**config.mk**
```make
export PLATFORM = sky130hd
export DESIGN_NAME = serial_paralelo_rx
export DESIGN_NICKNAME = d
export VERILOG_FILES = /design/src/rtl/phy_rx_pkg.sv /design/src/rtl/comma_detect.sv /design/src/rtl/serial_paralelo_rx.sv
export SDC_FILE = /design/constraint.sdc
export NUM_CORES = 1
export LEC_CHECK = 0
export ABC_AREA = 1
export CAP_MARGIN = 20
export CORE_UTILIZATION = 41
export CTS_BUF_LIST = sky130_fd_sc_hd__clkbuf_8
export DETAILED_ROUTE_END_ITERATION = 10
export SETUP_SLACK_MARGIN = 0.4
export SYNTH_ARGS = -nofsm -noshare
export SYNTH_HDL_FRONTEND = slang
export SYNTH_HIERARCHICAL = 1
export SYNTH_SLANG_ARGS = --single-unit
```
**constraint.sdc**
```tcl
create_clock -name clk_32f -period 2.9 [get_ports clk_32f]
set_input_delay 0.29 -clock clk_32f [delete_from_list [all_inputs] [get_ports clk_32f]]
set_output_delay 0.29 -clock clk_32f [all_outputs]
set_load 0.005 [all_outputs]
```
**src/rtl/phy_rx_pkg.sv**
```systemverilog
// Shared receive-PHY definitions: comma byte, FSM states, default lock depth.
// Used by serial_paralelo_rx and comma_detect.
package phy_rx_pkg;

  localparam logic [7:0] COMMA_BYTE = 8'hBC;
  localparam int ALIGN_COUNT_DEF = 4;

  typedef enum logic [1:0] {
    HUNT   = 2'd0,
    LOCK   = 2'd1,
    ACTIVE = 2'd2
  } rx_state_e;

endpackage

```
**src/rtl/comma_detect.sv**
```systemverilog
// Combinational 8-bit window compare against the comma byte.
// Position agnostic; the caller decides which cycles count.
module comma_detect
  import phy_rx_pkg::*;
#(
  parameter logic [7:0] COMMA = COMMA_BYTE
) (
  input  logic [7:0] win,
  output logic       hit
);

  assign hit = (win == COMMA);

endmodule

```
**src/rtl/serial_paralelo_rx.sv**
```systemverilog
// Serial-to-parallel receiver with comma hunt, lock and byte delivery.
// Optional loss-of-sync detection: define SP_RX_LOS_EN.
module serial_paralelo_rx
  import phy_rx_pkg::*;
#(
  parameter logic [7:0] COMMA       = COMMA_BYTE,
  parameter int         ALIGN_COUNT = ALIGN_COUNT_DEF,
  parameter int         LOS_BYTES   = 64
) (
  input  logic       clk_32f,
  input  logic       reset,
  input  logic       data_in,
  output logic [7:0] data_out,
  output logic       valid_out,
  output logic       byte_stb,
  output logic       active
);

  localparam logic [3:0] ALIGN_N = 4'(ALIGN_COUNT);

  rx_state_e  state_q, state_d;
  logic [7:0] sr_q, sr_d;
  logic [2:0] bit_cnt_q, bit_cnt_d;
  logic [3:0] bc_cnt_q, bc_cnt_d;
  logic [7:0] data_q, data_d;
  logic       valid_q, valid_d;
  logic       stb_q, stb_d;
  logic       active_q, active_d;

  logic [7:0] win;
  logic       hit;
  logic       slot;

  assign win  = {sr_q[6:0], data_in};
  assign slot = (bit_cnt_q == 3'd7);

  comma_detect #(
    .COMMA (COMMA)
  ) u_comma (
    .win (win),
    .hit (hit)
  );

`ifdef SP_RX_LOS_EN
  localparam logic [7:0] LOS_N = 8'(LOS_BYTES);
  logic [7:0] los_cnt_q, los_cnt_d;
`else
  logic unused_los;
  assign unused_los = (LOS_BYTES != 0);
`endif

  // Next-state: hunt any offset, confirm at slots, deliver bytes once active.
  always_comb begin
    state_d   = state_q;
    sr_d      = win;
    bit_cnt_d = bit_cnt_q + 3'd1;
    bc_cnt_d  = bc_cnt_q;
    data_d    = data_q;
    valid_d   = valid_q;
    stb_d     = 1'b0;
    active_d  = active_q;
`ifdef SP_RX_LOS_EN
    los_cnt_d = los_cnt_q;
`endif
    unique case (state_q)
      HUNT: begin
        if (hit) begin
          bit_cnt_d = 3'd0;
          bc_cnt_d  = 4'd1;
          state_d   = LOCK;
        end
      end
      LOCK: begin
        if (slot) begin
          if (hit) begin
            bc_cnt_d = bc_cnt_q + 4'd1;
            if (bc_cnt_q + 4'd1 == ALIGN_N) begin
              state_d  = ACTIVE;
              active_d = 1'b1;
`ifdef SP_RX_LOS_EN
              los_cnt_d = 8'd0;
`endif
            end
          end else begin
            state_d  = HUNT;
            bc_cnt_d = 4'd0;
          end
        end
      end
      ACTIVE: begin
        if (slot) begin
`ifdef SP_RX_LOS_EN
          if (hit) begin
            los_cnt_d = 8'd0;
          end else begin
            los_cnt_d = los_cnt_q + 8'd1;
          end
          if (!hit && (los_cnt_q + 8'd1 == LOS_N)) begin
            state_d  = HUNT;
            bc_cnt_d = 4'd0;
            active_d = 1'b0;
            valid_d  = 1'b0;
          end else begin
            data_d  = win;
            valid_d = !hit;
            stb_d   = 1'b1;
          end
`else
          data_d  = win;
          valid_d = !hit;
          stb_d   = 1'b1;
`endif
        end
      end
      default: begin
        state_d  = HUNT;
        bc_cnt_d = 4'd0;
        active_d = 1'b0;
      end
    endcase
  end

  // State, counters and registered outputs.
  always_ff @(posedge clk_32f) begin
    if (reset) begin
      state_q   <= HUNT;
      sr_q      <= 8'h00;
      bit_cnt_q <= 3'd0;
      bc_cnt_q  <= 4'd0;
      data_q    <= 8'h00;
      valid_q   <= 1'b0;
      stb_q     <= 1'b0;
      active_q  <= 1'b0;
`ifdef SP_RX_LOS_EN
      los_cnt_q <= 8'd0;
`endif
    end else begin
      state_q   <= state_d;
      sr_q      <= sr_d;
      bit_cnt_q <= bit_cnt_d;
      bc_cnt_q  <= bc_cnt_d;
      data_q    <= data_d;
      valid_q   <= valid_d;
      stb_q     <= stb_d;
      active_q  <= active_d;
`ifdef SP_RX_LOS_EN
      los_cnt_q <= los_cnt_d;
`endif
    end
  end

  assign data_out  = data_q;
  assign valid_out = valid_q;
  assign byte_stb  = stb_q;
  assign active    = active_q;

endmodule

```
# Word-level counts from Yosys, hierarchy flattened
# Index checks and enable logic that the tools add are counted.
# totals
register_bits	27
in_bits	3
output_inout_bits	11
wordCells	46
# op_classes
n_addsub	2
eq_ne	10
muxes	16
n_bitwise	2
n_reduce_logical	8
# op_table
operator	n
2-to-1 mux 4 bit	3
case mux 4 bit (3 select lines)	1
== test 8 bit (second input constant)	1
2-to-1 mux 2 bit	4
inequality test 2 bit (second input constant)	4
AND reduction 4 bit	2
2-to-1 mux 3 bit	2
case mux 2 bit (3 select lines)	1
adder 4 x 1 -> 4 bit (second input constant)	1
== test 4 x 3 -> 1 bit (second input constant)	1
2-to-1 mux 1 bit	4
OR reduction 2 bit	2
adder 3 x 1 -> 3 bit (second input constant)	1
== test 3 bit (second input constant)	1
inequality test 3 bit (second input constant)	1
AND reduction 3 bit	1
== test 2 x 1 -> 1 bit (second input constant)	1
== test 2 bit (second input constant)	1
logical NOT 2 bit	1
NOT 1 bit	2
case mux 1 bit (2 select lines)	1
AND reduction 2 bit	1
logical NOT 1 bit	1

# Depth between registers and ports, before layout
# Gate-level depths: netlist of the first run.
# logic_depth
word_depth	6
depth_mapped	9
mapped_depth_nobuf	9

# Hierarchy
# Netlist of the first run, hierarchy kept.
# by_module_without_submodules
mod	n_inst	cells_per_inst	area_per_inst_um2	seq_area_each_um2
serial_paralelo_rx	1	126	1048.5	540.5
comma_detect	1	10	40.0	0.0

# Worst setup path before layout of the first run
# Ideal clock, no wire load.
# synth_timing
path_type	register to register
startpoint	register bit_cnt_q[0]
endpoint	register data_q[6], in the netlist data_out[6]
setup_ps	115
arrival_time_ps	1153
t_required_ps	2785
path_slack_ps	1631
path_stages_with_launch	8
n_path_buf	1
synth_period_minus_slack_ps	1269
path_cell_list	dfxtp_1 > ha_1 > ha_1 > inv_2 > nor2_8 > buf_8 > o21ai_2 > a21oi_2
# synth_between
elab_chain_cells	2
# synth_lines
element	line_no	source
start, declared	serial_paralelo_rx.sv:23	logic [2:0] bit_cnt_q, bit_cnt_d;
start signal, assigned	serial_paralelo_rx.sv:140	bit_cnt_q <= bit_cnt_d;
== test 3 bit	serial_paralelo_rx.sv:35	assign slot = (bit_cnt_q == 3'd7);
via slot	serial_paralelo_rx.sv:32	logic slot;
AND reduction 2 bit (no line)	-	
end signal, assigned	serial_paralelo_rx.sv:142	data_q <= data_d;
end, declared	serial_paralelo_rx.sv:25	logic [7:0] data_q, data_d;
# The timed path passes the listed nets, and every way through them passes these cells.
# A chain may end at the register's enable or synchronous reset.

# Worst setup path in the final report of the first run
# layout_timing
startpoint	input data_in
endpoint	register state_q[1]
# layout_between
elab_chain_cells	4
elab_cells_between_ends	7
classes_between	eq/ne: 3; mux: 3; reduce/logical: 1
# layout_lines
element	line_no	source
start, declared	serial_paralelo_rx.sv:12	input logic data_in,
== test 8 bit *	comma_detect.sv:12	assign hit = (win == COMMA);
via hit	serial_paralelo_rx.sv:31	logic hit;
2-to-1 mux 2 bit	serial_paralelo_rx.sv:75	if (hit) begin
2-to-1 mux 2 bit	serial_paralelo_rx.sv:74	if (slot) begin
case mux 2 bit (3 select lines)	serial_paralelo_rx.sv:65	unique case (state_q)
end signal, assigned	serial_paralelo_rx.sv:138	state_q <= state_d;
end, declared	serial_paralelo_rx.sv:21	rx_state_e state_q, state_d;
# The timed path passes the listed nets; every way through them passes the cells marked *. The select of a mux whose other input is x is not followed.

==> flow_metrics.tcl, run 1 <==
set metrics [dict create \
    status "finished, final reports clean" \
    finalNetCount 159 \
    crit_cells 8 \
    critPathMaxStageDelay_ns 0.43 \
    relSlewSlack 0.7389 \
    synth_top_area_cell "dfxtp_1" \
    slew_viol_final 0 \
    synth-edff-count 0 \
    fin_cells 181 \
    dieArea_sq_um 2865 \
    cpMostUsedCell "nor2_1" \
    post-place-ws_ns 1.168 \
    drcViolationCount 0 \
    viasPerCell 4.691 \
    hold_path_end "bit_cnt_q[0]" \
    cts_tree "yes" \
    r2r-end "data_out[7]" \
    grt_overflow 0 \
    critPathSlowestCell "clkdlybuf4s50_1" \
    setup_ws_ns 1.452 \
    detail_route.wl_per_cell_microns 10.57 \
    grt_pass1_vias 772 \
    hpwl_microns 1348 \
    rows 18 \
    drive_above_1_share 0.09272 \
    worst_slew_pin_slew_ns 0.3912 \
    antennaDiodeCount 0 \
    clkTransAtPathRegs_ns 0.09 \
    fin_worst_skew_ns 0.001950 \
    root_buffer "clkbuf_8" \
    avgSynthCellArea_sq_um 8.004 \
    cts_max_level 1 \
    worstHoldPathType "reg -> reg" \
    clkLatencyLatePin_ns 0.26 \
    clock.fmax_ghz 0.6907 \
    syn_nets 143 \
    clock_sinks 27 \
    yosysMostFrequentCell "dfxtp_1" \
    critPathKind "in -> reg" \
    die_h_microns 53.53 \
    ys_seq_elements 27 \
    crit_start "data_in" \
    hold_buffers 0 \
    whs_ns 0.4310 \
    fin_crit_ns 1.448 \
    reg2regPathDepth 7 \
    clockBufferDepth 2 \
    grt_pass1_wl_microns 3298 \
    path_cells "clkdlybuf4s50_1 -> nor2_1 -> nand2_1 -> nor2_1 -> inv_1 -> nor3_4 -> nand3_1 -> a21oi_1" \
    numCtsBuffers 3 \
    powerDensity_nw_per_um2 467.8 \
    finalHoldViolations 0 \
    worstPathMaxFanout 4 \
    routed_wl_microns 1913 \
    p_leak_uw 0.0005662 \
    dieWidth_microns 53.53 \
    antenna_left 0 \
    peakVddDrop_mv 0.3346 \
    grt_max_degree 19 \
    startpoint_type "input pin" \
    drtIter0Drc 11 \
    portBuffers 13 \
    drt_first_pass_iters 4 \
    start_util 0.4354 \
    coreArea_sq_um 2500 \
    worstPathRequired_ns 3.10 \
    synthTopCellsByArea "dfxtp_1 50%, inv_1 7.9%, nand2_1 6.6%" \
    setup_viol 0 \
    crit_family "simple AND/OR/NAND/NOR gates" \
    worst-path-buf-inv 2 \
    dp.cells 177 \
    synth_cell_type_count 21 \
    vias 849 \
    rsz0062_at_grt "no" \
    track_usage 0.1596 \
    worstHoldStart "bit_cnt_q[0]" \
    gp_congestion 0.8876 \
    ys_seq_area_frac 0.4966 \
    syn_area_sq_um 1089 \
    cp-end-kind "flip-flop" \
    yosysWarnings 6 \
    syn2layout_area_growth_pct 18.16 \
    post_cts_buffers 0 \
    synth_top_area_share 0.4966 \
    io_pins 14 \
    cp_data_arrival_time_ns 1.65 \
    ys.flop_type "dfxtp_1" \
    antenna_found_initial 0 \
    r2r-start "bit_cnt_q[0]" \
    fin_setup_tns_ns 0 \
    period_share 0.4993 \
    yosys-top-cells-count "27 x dfxtp_1, 23 x inv_1, 19 x nand2_1, 18 x nor2_1, 14 x a21oi_1" \
    r2r_slack_ns 1.50 \
    hold_depth 1 \
    syn_inst 136 \
    synthArstFlopShare 0 \
    ctsResizeCount 0 \
    cap_violations 0 \
]
==> state kept, by name, indices dropped and copies added, names as in the netlist <==
name,count
valid_out,1
data_out,8
byte_stb,1
state_q,2
sr_q,7
bit_cnt_q,3
active,1
bc_cnt_q,4
==> routing by layer <==
layer	global-route usage	share of wire	up-vias
li1	-	-	453
met1	0.1965	0.49	386
met2	0.2729	0.48	8
met3	0.04310	0.021	2
met4	0.03947	0.0052	0
met5	0	0	-
==> worst max path at each step <==
stage / end / slack [ns]
5_1_grt: bit_cnt_q[0] / 1.23
3_5_place_dp: state_q[1] / 1.17
4_1_cts: state_q[1] / 1.43
2_1_floorplan: data_out[6] / 1.63
6_report: state_q[1] / 1.45
3_3_place_gp: state_q[1] / 1.19
==> cell usage in the layout, fill, tap and decap left out <==
master / instances
a21oi_1: 14
a21oi_2: 1
buf_4: 1
clkbuf_8: 3
clkdlybuf4s50_1: 13
dfxtp_1: 27
ha_1: 4
inv_1: 24
inv_2: 3
nand2_1: 19
nand2_2: 1
nand3_1: 5
nand4_1: 1
nor2_1: 18
nor2_2: 1
nor2_8: 1
nor3_4: 1
o21ai_0: 10
o21ai_1: 1
o21ai_2: 2
o31ai_1: 1
==> where the power goes <==
group          leakage [uW]  switching, uW  internal, uW
registers          0.000219           2.41           376
logic              0.000321           11.9          7.76
clock network     0.0000269            109          94.6
total              0.000566            123           478
==> through the flow <==
step	instance area, sq um	total power (uW)	util
after detailed placement	1241	407.3	0.4965
after CTS	1286	609.3	0.5145
final	1286	601.7	0.5145
after floorplan	1089	399.2	-
after global placement	1241	407.1	0.4965
after global routing	1286	633.3	0.5145
==> layout make-up <==
cell class | count | area (sq um)
clock buffer | 3 | 41.29
inverter | 26 | 97.59
clock inverter | 1 | 3.754
timing repair buffer | 14 | 137.6
sequential | 27 | 540.5
tap | 30 | 37.54
fill | 249 | 1214
multi-input combinational | 80 | 427.9
==> logic make-up after synthesis <==
family	count (synthesis)	synth area share
compound gates	29	0.1460
fa+ha+maj	4	0.04598
buf+inv	29	0.1103
flops	27	0.4966
simple gates	47	0.2012
Note: power is estimated with default switching activity, not from simulation.
==> run 2, diff against run 1 <==
==> constraint.sdc (replaced) <==
create_clock -name clk_32f -period 1.5 [get_ports clk_32f]
set_input_delay 0.15 -clock clk_32f [delete_from_list [all_inputs] [get_ports clk_32f]]
set_output_delay 0.15 -clock clk_32f [all_outputs]
set_load 0.005 [all_outputs]
==> flow_metrics.tcl, run 2 (same netlist as run 1, synthesis figures left out) <==
set metrics [dict create \
    status "finished, final reports clean" \
    crit_start "sr_q[4]" \
    worst_slew_pin_slew_ns 0.5926 \
    rsz0062_at_grt "yes" \
    reg2regPathDepth 8 \
    powerDensity_nw_per_um2 768.4 \
    clkPwrFrac 0.348 \
    post-place-ws_ns -0.008133 \
    root_buffer "clkbuf_8" \
    peakVddDrop_mv 0.7070 \
    setup_viol 0 \
    critPathMaxStageDelay_ns 0.34 \
    cts_max_level 1 \
    hpwl_microns 1440 \
    switchingPower_uw 270.0 \
    routed_wl_microns 2665 \
    clkTransAtPathRegs_ns 0.09 \
    grt_max_degree 16 \
    startpoint_type "flip-flop" \
    drt_first_pass_iters 4 \
    critPathKind "reg -> reg" \
    final_cell_mix "19 x inv_1, 17 x nand2_1, 17 x dfxtp_2" \
    cp_data_arrival_time_ns 1.49 \
    start_util 0.4354 \
    clock_sinks 27 \
    die_h_microns 53.53 \
    io_pins 14 \
    r2r-end "bit_cnt_q[2]" \
    setup_ws_ns 0.1784 \
    dieArea_sq_um 2865 \
    antennaDiodeCount 0 \
    fin_crit_ns 1.322 \
    total_power_uw 1204 \
    clock.fmax_ghz 0.7566 \
    drtIter0Drc 8 \
    clkLatencyLatePin_ns 0.27 \
    path_cells "nand2_1 -> inv_1 -> nand2_2 -> nor2_4 -> inv_2 -> buf_4 -> o31ai_4 -> nor2_1" \
    p_leak_uw 0.0006937 \
    vias 961 \
    clockBufferDepth 2 \
    comb_power_share 0.043 \
    drcViolationCount 0 \
    finalNetCount 172 \
    p_sw_frac 0.2243 \
    worstPathMaxFanout 3 \
    detail_route.wl_per_cell_microns 13.74 \
    antenna_left 0 \
    slew_viol_final 0 \
    worstHoldPathType "reg -> reg" \
    grt_pass1_wl_microns 4222 \
    dieWidth_microns 53.53 \
    cts_tree "yes" \
    post-route-cell-area_sq_um 1567 \
    rows 18 \
    p_int_uw 933.8 \
    syn2layout_area_growth_pct 43.91 \
    relSlewSlack 0.6045 \
    cap_violations 0 \
    grt_overflow 0 \
    coreArea_sq_um 2500 \
    r2r_slack_ns 0.18 \
    postLayoutCoreUtil 0.6266 \
    gp_congestion 0.7791 \
    numCtsBuffers 3 \
    drive_above_1_share 0.4329 \
    grt_pass1_vias 972 \
    track_usage 0.2177 \
    period_share 0.8811 \
    cp-end-kind "flip-flop" \
    critPathSlowestCell "dfxtp_2" \
    cp-endpoint "bit_cnt_q[2]" \
    worstPathRequired_ns 1.67 \
    seqPwrFrac 0.609 \
    whs_ns 0.4324 \
    r2r-start "sr_q[4]" \
    antenna_found_initial 0 \
    portBuffers 13 \
    viasPerCell 4.954 \
    place_area_sq_um 1281 \
    finalHoldViolations 0 \
    fin_worst_skew_ns 0.004738 \
    final_common_cell "inv_1" \
    largest_register_ffs 8 \
]
-- run 2: cell types whose count changed in the layout (fill, tap and decap cells not counted), moves of 4 or more --
cell / previous run / this run
a21oi_1: 14 / 10
dlygate4sd2_1: 0 / 11
a21oi_2: 1 / 5
buf_4: 1 / 9
dfxtp_2: 0 / 17
o21ai_2: 2 / 8
inv_1: 24 / 19
o21ai_0: 10 / 1
dfxtp_1: 27 / 8
nor2_4: 0 / 4
clkdlybuf4s50_1: 13 / 2
-- run 2: area by class of cell --
type | count | area [sq um]
repair buffers | 24 | 224.0
clock inverters | 1 | 5.005
fillers | 221 | 933.4
flip-flops and latches | 27 | 569.3
multi-input cells | 83 | 584.3
clock buffers | 3 | 41.29
inverters | 26 | 105.1
well taps | 30 | 37.54
-- run 2: what timing repair did --
action / 4_1_cts / 5_1_grt
hold buffers: 0 / 0
gates cloned: 3 / 0
endpoints found under the setup margin: 31 / 20
buffers inserted: 8 / 2
resized for setup: 44 / 19
pin swaps: 16 / 13
-- run 2: per-layer routing --
metal,up-vias,track usage,routed length (microns)
li1,482,-,-
met1,454,0.2374,1129
met2,17,0.3833,1391
met3,8,0.03448,55
met4,0,0.1447,89
met5,-,0,0
-- run 2: worst min-delay path by stage --
stage / from / endpoint / slack [ns] / depth (start not counted)
after detailed placement: bit_cnt_q[0] / bit_cnt_q[0] / 0.42 / 1
after global routing: bit_cnt_q[0] / bit_cnt_q[0] / 0.46 / 1
after global placement: bit_cnt_q[0] / bit_cnt_q[0] / 0.42 / 1
final: bit_cnt_q[0] / bit_cnt_q[0] / 0.43 / 1
after floorplan: reset / bc_cnt_q[3] / 0.22 / 1
after CTS: bit_cnt_q[0] / bit_cnt_q[0] / 0.43 / 1
-- run 2: worst max-delay path, delay by kind of cell (launching register included) --
kind,cells,cell delay (ns)
buffers and inverters,3,0.29
and+or+nand+nor,4,0.32
AOI/OAI and AO/OA,1,0.25
DFF,1,0.34
-- run 2: through the flow --
stage / TNS [ns] / instances
6_report: 0 / 194
5_1_grt: 0 / 194
4_1_cts: 0 / 192
3_5_place_dp: -0.008373 / 177
3_3_place_gp: 0 / 177
2_1_floorplan: 0 / 136
-- run 2: power by group through the flow --
stage	logic (uW)	clock network [uW]	registers, uW
6_report	52.1	419	733
5_1_grt	59.1	452	735
4_1_cts	48.0	426	732
3_5_place_dp	44.0	0	753
3_3_place_gp	43.2	0	752
2_1_floorplan	29.1	0	751
==> run 3, diff against run 2 <==
--- a/config.mk
+++ b/config.mk
@@ -7,6 +7,7 @@
 export LEC_CHECK = 0
 export ABC_AREA = 1
 export CAP_MARGIN = 20
+export CORE_MARGIN = 2
 export CORE_UTILIZATION = 41
 export CTS_BUF_LIST = sky130_fd_sc_hd__clkbuf_8
 export DETAILED_ROUTE_END_ITERATION = 10
==> flow_metrics.tcl, run 3 (same netlist as run 1, synthesis figures left out) <==
set metrics [dict create \
    status "finished, final reports clean" \
    cp_data_arrival_time_ns 1.59 \
    clkTransAtPathRegs_ns 0.09 \
    fin_cells 196 \
    io_pins 14 \
    period_share 0.9171 \
    whs_ns 0.4467 \
    antennaDiodeCount 0 \
    dieWidth_microns 55.53 \
    root_buffer "clkbuf_8" \
    n_fill_cell 203 \
    drt_first_pass_iters 4 \
    fin_worst_skew_ns 0.007919 \
    start_util 0.4354 \
    p_leak_uw 0.0007004 \
    powerDensity_nw_per_um2 740.2 \
    dieArea_sq_um 3083 \
    critPathSlowestCell "dfxtp_2" \
    cts_max_level 1 \
    use_met3 0.02108 \
    crit_family "simple AND/OR/NAND/NOR gates" \
    vias 977 \
    use_met1 0.2216 \
    rows 18 \
    cpMostUsedCell "ha_4" \
    postLayoutCoreUtil 0.6577 \
    largest_register_ffs 8 \
    coreArea_sq_um 2500 \
    cap_violations 0 \
    viasPerCell 4.985 \
    gp_congestion 0.7493 \
    critPathKind "reg -> reg" \
    worstHoldPathType "in -> reg" \
    dp.cells 177 \
    clock_sinks 27 \
    critPathMaxStageDelay_ns 0.35 \
    fin_crit_ns 1.376 \
    grt_max_degree 17 \
    relSlewSlack 0.5976 \
    fin_setup_tns_ns 0 \
    cp-end-kind "flip-flop" \
    drive_above_1_share 0.4639 \
    worstPathRequired_ns 1.71 \
    met2_usage 0.3044 \
    drtIter0Drc 11 \
    cts_tree "yes" \
    final_common_cell "inv_1" \
    worstPathMaxFanout 4 \
    clock.fmax_ghz 0.7269 \
    die_h_microns 55.53 \
    antenna_found_initial 0 \
    clockBufferDepth 2 \
    grt_pass1_wl_microns 4284 \
    grt_pass1_vias 950 \
    portBuffers 13 \
    globalRoute.busiestLayer "met2" \
    setup_viol 0 \
    slew_viol_final 0 \
    clkLatencyLatePin_ns 0.28 \
    drcViolationCount 0 \
    antenna_left 0 \
    hpwl_microns 1439 \
    total_power_uw 1217 \
    routed_wl_microns 2802 \
    rsz0062_at_grt "yes" \
    detail_route.wl_per_cell_microns 14.30 \
    worst-path-buf-inv 1 \
    path_cells "ha_4 -> ha_4 -> clkinv_8 -> nor3_4 -> nand3_1 -> a21oi_1" \
    syn2layout_area_growth_pct 51.03 \
    finalHoldViolations 0 \
    final_cell_mix "19 x inv_1, 15 x nor2_1, 15 x dfxtp_2" \
    numCtsBuffers 3 \
    grt_overflow 0 \
    peakVddDrop_mv 0.6453 \
    track_usage 0.1756 \
    finalNetCount 174 \
    startpoint_type "flip-flop" \
    worst_slew_pin_slew_ns 0.6030 \
]
## run 3: changes by cell type in the layout (fill, tap and decap cells not counted), moves of 2 or more
cell,change
dfxtp_2,-2
nand2_4,+2
nor2_4,+3
nand3_1,-2
nor2_2,-3
nand2_1,-3
dfxtp_1,+2
nand3_2,+2
## run 3: power by group
part           switching (uW)  internal (uW)  total, uW
combinational            29.9           25.2       55.1
clock                     240            189        429
sequential               7.94            725        733
total                     278            939       1220
## run 3: tightest hold or removal path: cells and delay by family
family                 cells  cell delay [ns]
buffers and inverters      2             0.50
AND/OR/NAND/NOR            1             0.04
## run 3: area by class of cell
type	count	area (sq um)	share of cell area
timing repair buffer	26	242.7	0.1476
tap	30	37.54	0.02283
clock inverter	1	7.507	0.004566
sequential	27	566.8	0.3447
inverter	26	110.1	0.06697
multi-input combinational	83	638.1	0.3881
clock buffer	3	41.29	0.02511
## run 3: timing repair
action	in CTS	in global routing
setup endpoints to repair	31	20
hold buffers	0	0
resized for setup	47	28
setup buffers	6	6
gates cloned	3	0
pin swaps	17	8
## run 3: per-stage QoR
step	area, sq um	worst slack (ns)
after floorplan	1129	0.3556
after global placement	1281	0.03787
after detailed placement	1281	-0.01859
after CTS	1470	0.1904
after global routing	1644	0.04079
final	1644	0.1243
## run 3: path summary, 6_finish.rpt
check | startpoint | to | slack (ns) | cells past startpoint
worst min register to register | active | active | 0.45 | 2
worst max register to register | bit_cnt_q[1] | bc_cnt_q[2] | 0.12 | 6
worst max-delay path | bit_cnt_q[1] | bc_cnt_q[2] | 0.12 | 6
worst min-delay path | data_in | sr_q[0] | 0.45 | 3
## run 3: metal layers
metal  vias to the layer above  wire (microns)
met4                         0             119
met2                        18            1407
met5                         -               0
met1                       462            1191
met3                        10              84
li1                        487               -
